==> config.mk <==
export PLATFORM = sky130hd
export DESIGN_NAME = vx_commit_arb
export DESIGN_NICKNAME = d
export VERILOG_FILES = /design/src/rtl/vx_gpu_pkg.sv /design/src/rtl/vx_commit_skid.sv /design/src/rtl/vx_commit_arb.sv
export SDC_FILE = /design/constraint.sdc
export NUM_CORES = 1
export LEC_CHECK = 0
export BUFFER_PORTS_ARGS = -buffer_cell sky130_fd_sc_hd__buf_2
export CAP_MARGIN = 20
export CORE_AREA = 4 4 451 453
export DETAILED_ROUTE_END_ITERATION = 12
export DIE_AREA = 0 0 455 457
export PLACE_DENSITY = 0.41
export RECOVER_POWER = 25
export SLEW_MARGIN = 10
export SYNTH_ARGS = -nofsm -noshare
export SYNTH_HDL_FRONTEND = slang
export SYNTH_HIERARCHICAL = 1
export SYNTH_SLANG_ARGS = --single-unit
==> constraint.sdc <==
create_clock -name clk -period 9.4 [get_ports clk]
set_input_delay 1.88 -clock clk [delete_from_list [all_inputs] [get_ports clk]]
set_output_delay 1.88 -clock clk [all_outputs]
set_load 0.02 [all_outputs]
==> src/rtl/vx_gpu_pkg.sv <==
// Shared GPU definitions for the commit path.
// Holds the commit beat layout (commit_data_t), its width function and the
// field widths it is built from. The sop/eop flags sit in the two LSBs so
// that consumers can find them at a fixed position for any lane count.
package vx_gpu_pkg;

    localparam int unsigned SIMD_WIDTH = 4;
    localparam int unsigned UUID_W     = 44;
    localparam int unsigned LID_W      = 2;
    localparam int unsigned WID_W      = 4;
    localparam int unsigned SID_W      = 1;
    localparam int unsigned PC_W       = 32;
    localparam int unsigned RD_W       = 5;
    localparam int unsigned XLEN       = 32;

    // Bit position of eop inside a commit beat.
    localparam int unsigned EOP_BIT    = 0;

    // Commit beat width for a given lane count.
    function automatic int unsigned commit_dataw(input int unsigned lanes);
        return UUID_W + LID_W + WID_W + SID_W + lanes + PC_W + 1 + RD_W
             + lanes * XLEN + 2;
    endfunction

    localparam int unsigned COMMIT_DATAW = commit_dataw(SIMD_WIDTH);

    // Commit beat for the default lane count; sop/eop last so eop is bit 0.
    typedef struct packed {
        logic [UUID_W-1:0]          uuid;
        logic [LID_W-1:0]           lid;
        logic [WID_W-1:0]           wid;
        logic [SID_W-1:0]           sid;
        logic [SIMD_WIDTH-1:0]      tmask;
        logic [PC_W-1:0]            pc;
        logic                       wb;
        logic [RD_W-1:0]            rd;
        logic [SIMD_WIDTH*XLEN-1:0] data;
        logic                       sop;
        logic                       eop;
    } commit_data_t;

endpackage

==> src/rtl/vx_commit_skid.sv <==
// Two-entry elastic buffer placed on the merged commit output.
// Ports:
//   clk, reset_n             clock, synchronous active-low reset
//   enq_valid/enq_data/enq_ready   upstream side; enq_ready is registered
//   deq_valid/deq_data/deq_ready   downstream side
// enq_ready depends only on occupancy, so no combinational path runs from
// deq_ready back to the upstream handshake.
module vx_commit_skid
    import vx_gpu_pkg::*;
#(
    parameter int unsigned W = COMMIT_DATAW
) (
    input  logic         clk,
    input  logic         reset_n,
    input  logic         enq_valid,
    input  logic [W-1:0] enq_data,
    output logic         enq_ready,
    output logic         deq_valid,
    output logic [W-1:0] deq_data,
    input  logic         deq_ready
);

    logic [W-1:0] mem [2];
    logic         wr_ptr;
    logic         rd_ptr;
    logic [1:0]   count;
    logic         push;
    logic         pop;

    assign push      = enq_valid && enq_ready;
    assign pop       = deq_valid && deq_ready;
    assign enq_ready = (count != 2'd2);
    assign deq_valid = (count != 2'd0);
    assign deq_data  = mem[rd_ptr];

    // Storage and pointers; entries are cleared so the output reads zero after reset.
    always_ff @(posedge clk) begin
        if (!reset_n) begin
            mem[0] <= '0;
            mem[1] <= '0;
            wr_ptr <= 1'b0;
            rd_ptr <= 1'b0;
            count  <= 2'd0;
        end else begin
            if (push) begin
                mem[wr_ptr] <= enq_data;
                wr_ptr      <= ~wr_ptr;
            end
            if (pop) begin
                rd_ptr <= ~rd_ptr;
            end
            count <= count + 2'(push) - 2'(pop);
        end
    end

endmodule

==> src/rtl/vx_commit_arb.sv <==
// Commit-stream arbiter: merges NUM_INPUTS commit channels into one.
// Multi-beat packets (sop..eop) are kept atomic by locking the grant to the
// owning input until its eop beat transfers; the round-robin pointer moves
// past an input when its packet completes.
// Ports:
//   clk, reset_n        clock, synchronous active-low reset
//   in_valid/in_data/in_ready   per-channel commit beats (flattened data)
//   out_valid/out_data/out_ready merged commit beat toward writeback
//   out_sel             source index travelling with out_data
//   perf_retired        count of eop beats accepted downstream (wrapping)
// OUT_REG=0 gives a zero-latency combinational output; OUT_REG=1 inserts a
// two-entry skid buffer so in_ready no longer depends on out_ready.
module vx_commit_arb
    import vx_gpu_pkg::*;
#(
    parameter int unsigned NUM_INPUTS = 4,
    parameter int unsigned NUM_LANES  = SIMD_WIDTH,
    parameter int unsigned OUT_REG    = 1,
    parameter int unsigned PERF_W     = 32,
    localparam int unsigned DATAW     = commit_dataw(NUM_LANES),
    localparam int unsigned SEL_W     = (NUM_INPUTS > 1) ? $clog2(NUM_INPUTS) : 1
) (
    input  logic                        clk,
    input  logic                        reset_n,
    input  logic [NUM_INPUTS-1:0]       in_valid,
    input  logic [NUM_INPUTS*DATAW-1:0] in_data,
    output logic [NUM_INPUTS-1:0]       in_ready,
    output logic                        out_valid,
    output logic [DATAW-1:0]            out_data,
    output logic [SEL_W-1:0]            out_sel,
    input  logic                        out_ready,
    output logic [PERF_W-1:0]           perf_retired
);

    // Arbiter state
    logic             lock;
    logic             lock_next;
    logic [SEL_W-1:0] lock_idx;
    logic [SEL_W-1:0] lock_idx_next;
    logic [SEL_W-1:0] rr_ptr;
    logic [SEL_W-1:0] rr_ptr_next;

    // Grant and selected beat
    logic             hi_any;
    logic [SEL_W-1:0] hi_idx;
    logic             lo_any;
    logic [SEL_W-1:0] lo_idx;
    logic             gnt_any;
    logic [SEL_W-1:0] gnt_idx;
    logic             gnt_valid;
    logic [DATAW-1:0] gnt_data;
    logic             stage_ready;
    logic             xfer;

    // Arbiter state register.
    always_ff @(posedge clk) begin
        if (!reset_n) begin
            lock     <= 1'b0;
            lock_idx <= '0;
            rr_ptr   <= '0;
        end else begin
            lock     <= lock_next;
            lock_idx <= lock_idx_next;
            rr_ptr   <= rr_ptr_next;
        end
    end

    // Round-robin search split in two: lowest valid at/above rr_ptr (hi),
    // otherwise lowest valid overall (lo), which is the wrapped-around winner.
    always_comb begin
        hi_any = 1'b0;
        hi_idx = '0;
        lo_any = 1'b0;
        lo_idx = '0;
        for (int i = int'(NUM_INPUTS) - 1; i >= 0; i--) begin
            if (in_valid[i]) begin
                lo_any = 1'b1;
                lo_idx = SEL_W'(i);
                if (i >= int'(rr_ptr)) begin
                    hi_any = 1'b1;
                    hi_idx = SEL_W'(i);
                end
            end
        end
    end

    // Grant: a locked input owns the channel whether or not it is valid.
    always_comb begin
        gnt_any = 1'b0;
        gnt_idx = '0;
        if (lock) begin
            gnt_any = 1'b1;
            gnt_idx = lock_idx;
        end else if (hi_any) begin
            gnt_any = 1'b1;
            gnt_idx = hi_idx;
        end else if (lo_any) begin
            gnt_any = 1'b1;
            gnt_idx = lo_idx;
        end
    end

    // Select the granted beat and drive per-channel ready.
    always_comb begin
        gnt_valid = 1'b0;
        gnt_data  = '0;
        in_ready  = '0;
        for (int i = 0; i < int'(NUM_INPUTS); i++) begin
            if (gnt_any && (gnt_idx == SEL_W'(i))) begin
                gnt_valid   = in_valid[i];
                gnt_data    = in_data[i*DATAW +: DATAW];
                in_ready[i] = reset_n && stage_ready;
            end
        end
    end

    assign xfer = reset_n && gnt_valid && stage_ready;

    // Lock and round-robin advance on the input-side transfer; sop is ignored,
    // so a stray sop inside a locked packet is just a continuation beat.
    always_comb begin
        lock_next     = lock;
        lock_idx_next = lock_idx;
        rr_ptr_next   = rr_ptr;
        if (xfer) begin
            if (gnt_data[EOP_BIT]) begin
                lock_next   = 1'b0;
                rr_ptr_next = (gnt_idx == SEL_W'(NUM_INPUTS - 1)) ? '0
                                                                   : gnt_idx + SEL_W'(1);
            end else begin
                lock_next     = 1'b1;
                lock_idx_next = gnt_idx;
            end
        end
    end

    // Output stage.
    if (OUT_REG != 0) begin : g_skid
        logic [SEL_W+DATAW-1:0] q_data;

        vx_commit_skid #(
            .W (SEL_W + DATAW)
        ) u_skid (
            .clk       (clk),
            .reset_n   (reset_n),
            .enq_valid (reset_n && gnt_valid),
            .enq_data  ({gnt_idx, gnt_data}),
            .enq_ready (stage_ready),
            .deq_valid (out_valid),
            .deq_data  (q_data),
            .deq_ready (out_ready)
        );

        assign {out_sel, out_data} = q_data;
    end else begin : g_comb
        assign stage_ready = out_ready;
        assign out_valid   = reset_n && gnt_valid;
        assign out_data    = (reset_n && gnt_valid) ? gnt_data : '0;
        assign out_sel     = (reset_n && gnt_valid) ? gnt_idx  : '0;
    end

    // Retired-packet counter: eop beats accepted downstream, wrapping.
    always_ff @(posedge clk) begin
        if (!reset_n) begin
            perf_retired <= '0;
        end else if (out_valid && out_ready && out_data[EOP_BIT]) begin
            perf_retired <= perf_retired + PERF_W'(1);
        end
    end

endmodule

==> results.toml <==
[yosys]
synth.area.top_cells = "edfxtp_1, nand2_1, nor2_1"
synth.most_common_cell = "nand2_1"
yosysTopAreaCell = "edfxtp_1"
synth_top_area_share_pct = 43.89
yosysSeqAreaShare_pct = 46.62
async_flop_share_pct = 0
yosys_most_used_dff = "edfxtp_1"
synth-seq-cells = 492
synth-edff-count = 450
synth.distinct_cells = 49
syn-num-nets = 4590
netlist_area_um2 = 30790
ys.warnings.count = 6
syn_avg_cell_area_um2 = 8.357
synth_common_cells = "nand2_1, nor2_1, edfxtp_1"
synthCells = 3684

[pwr]
powerDensity_nw_per_um2 = 288.7
p_seq_share_pct = 25.4
ir_drop_mv = 0.2306
p_leak_nw = 16.93
switching_share_pct = 46.16
p_int_mw = 6.316
clock_power_share_pct = 20.8
combPwrFrac_pct = 53.8
switchingPower_mw = 5.415

[placement]
gp_congestion = 0.8972
port_buffers = 1160
dp_hpwl_mm = 120.3
dp_cells = 7232
pre_cts_slack_ns = 1.983
placed_cell_area_um2 = 38820

[final_layout]
nets = 5550
drive_gt1_share_pct = 27.41
stdcell_count = 7365
fin_area_um2 = 40630
finish.utilization_pct = 20.39
syn_to_final_growth_pct = 31.98

[detailed_routing]
antenna_left = 0
wl_per_cell_um = 21.72
vias = 29620
drc_errors = 0
drt_pass1_iterations = 5
wirelength_mm = 160.0
vias_per_cell = 4.021
drt_iter0_drc = 2007

[sta]
fin_ws_ns = 1.611
rsz0062_at_grt = "no"
max_slew_margin_pct = -169.1
final.min_clock_period_ns = 7.789
final_max_slew_viol_count = 166
min_period_over_period_pct = 82.86
final_hold_viol_count = 0
skew_ns = 0.02043
fmaxAchievable_ghz = 0.1284
worst_slew_pin_slew_ns = 4.037
setup_violations = 0

[clock_tree]
cts-buffers-inserted = 66
clk_pin_slew_ns = 0.05
clockBufferDepth = 3
post_cts_buffers = 0
clk_latency_ns = 0.66
cts_tree = "done"
h-tree-depth = 3
root_buffer = "clkbuf_16"
cts.sinks = 492
ctsResizeCount = 0
ctsHoldBuffers = 0

[worst_setup_path]
cpLargestDelayFamily = "buffers and inverters"
r2r_end = "g_skid.u_skid/mem[0][94]"
worstPathArrival_ns = 8.15
worstRegToRegCells = 12
startpoint = "in_valid[0]"
worst-path-buf-inv = 4
path_cells = "clkbuf_1 -> nand3_1 -> a31oi_1 -> o31ai_1 -> inv_1 -> ha_4 -> a211oi_1 -> a221oi_1 -> and3_1 -> nand3b_1 -> clkbuf_1 -> buf_4 -> nor2_1"
crit_path_end_kind = "flop"
setup.worst_path.class = "in2reg"
crit_required_ns = 9.76
path_max_fanout = 75
cp-endpoint = "g_skid.u_skid/mem[0][94]"
cp_slowest_cell = "clkbuf_1"
crit_path_max_incr_delay_ns = 2.18
startpoint_type = "input port"
path_common_cell = "clkbuf_1"
worstReg2RegStart = "rr_ptr[0]"
rrSetupSlack_ns = 2.62
cp.depth = 13

[grt]
grt_max_degree = 165
antenna_found_initial = 37
grt_pass1_vias = 29500
gr-usage-all-layers_pct = 14.61
grt_pass1_wl_mm = 218.8
grt-ovfl-total = 0

[floorplanning]
initial_core_util_pct = 15.45
dieArea_um2 = 207900
die_h_um = 457
coreArea_um2 = 199200
fp.dieW_um = 455
num_io_pins = 1161
num_rows = 164

[outcome]
violations = "capacitance limit, slew limit"
status = "complete, but fails checks"

[run]
maxCapViolations = 3

[hold_path]
hp-class = "reg2reg"
cell type report:
class / count / area (um^2)
diodes: 13 / 32.53
clock buffers: 81 / 1718
clock inverters: 39 / 365.4
fillers: 22550 / 158600
inverters: 233 / 874.6
multi-input cells: 2650 / 13900
flip-flops and latches: 492 / 14350
well taps: 2656 / 3323
repair buffers: 1201 / 6067
worst register-to-register path, delay by kind of cell, from the launching register on:
family	cells	cell delay, ns
compound gates	4	1.25
fa+ha+maj	1	0.49
buf+inv	3	3.52
flops	1	0.40
simple gates	4	0.82
sequential cells by signal, summed over array words and instances, names as in the netlist, named ones only:
signal and count:
lock_idx 2, rr_ptr 2, perf_retired 32, lock 1
g_skid.u_skid/wr_ptr 1, g_skid.u_skid/count 2, g_skid.u_skid/rd_ptr 1, g_skid.u_skid/mem 450
per-stage QoR:
| stage | hold slack (ns) | setup TNS [ns] | total power, mW |
|---|---|---|---|
| floorplan | 0.4458 | -54.09 | 7.246 |
| global placement | 0.4536 | 0 | 9.616 |
| detailed placement | 0.4648 | 0 | 9.638 |
| CTS | 0.4758 | 0 | 12.19 |
| global route | 0.4994 | 0 | 12.64 |
| finish | 0.4757 | 0 | 11.73 |
metal layers:
layer  vias up  part of all wire [%]  track usage, %
li1      14260                     -               -
met1     14260                    40           17.30
met2       924                    50           26.28
met3       167                   6.7           3.158
met4         6                   2.8           4.168
met5         -                 0.026               0
layout by cell type (no fill, tap or decap), types with 151 or more instances in the layout:
cell type  Yosys  final
a211o_1      221    221
a21oi_1      230    230
buf_2         78    996
clkbuf_1     154    181
edfxtp_1     450    450
inv_1        233    233
mux2_2       225    151
nand2_1      911    910
nor2_1       698    698
o21ai_0      227    226
power by group through the flow:
stage | sequential (mW) | clock (mW) | combinational, mW
2_1_floorplan | 3.06 | 0 | 4.18
3_3_place_gp | 3.02 | 0 | 6.60
3_5_place_dp | 3.03 | 0 | 6.61
4_1_cts | 2.99 | 2.56 | 6.64
5_1_grt | 3.02 | 2.65 | 6.97
6_report | 2.98 | 2.44 | 6.31
worst min path at each step:
stage                     cells after the start             start  slack, ns                to
after global placement                        2  perf_retired[31]       0.45  perf_retired[31]
after detailed placement                      2       lock_idx[1]       0.46       lock_idx[1]
after floorplan                               2       lock_idx[1]       0.45       lock_idx[1]
after global routing                          2  perf_retired[31]       0.50  perf_retired[31]
after CTS                                     2       lock_idx[1]       0.48       lock_idx[1]
final                                         2       lock_idx[1]       0.48       lock_idx[1]
logic make-up (layout without fill, tap and decap cells):
logic type / Yosys count / after routing / share of synthesized area [%]
compound gates: 692 / 692 / 14.14
flops: 492 / 492 / 46.62
mux: 230 / 230 / 8.392
buf+inv: 542 / 1554 / 8.315
fa+ha+maj: 7 / 7 / 0.2845
simple gates: 1693 / 1693 / 21.45
other cells: 0 / 13 / 0
xor+xnor: 28 / 28 / 0.7965
No activity file was read; power rests on OpenSTA's default activity.
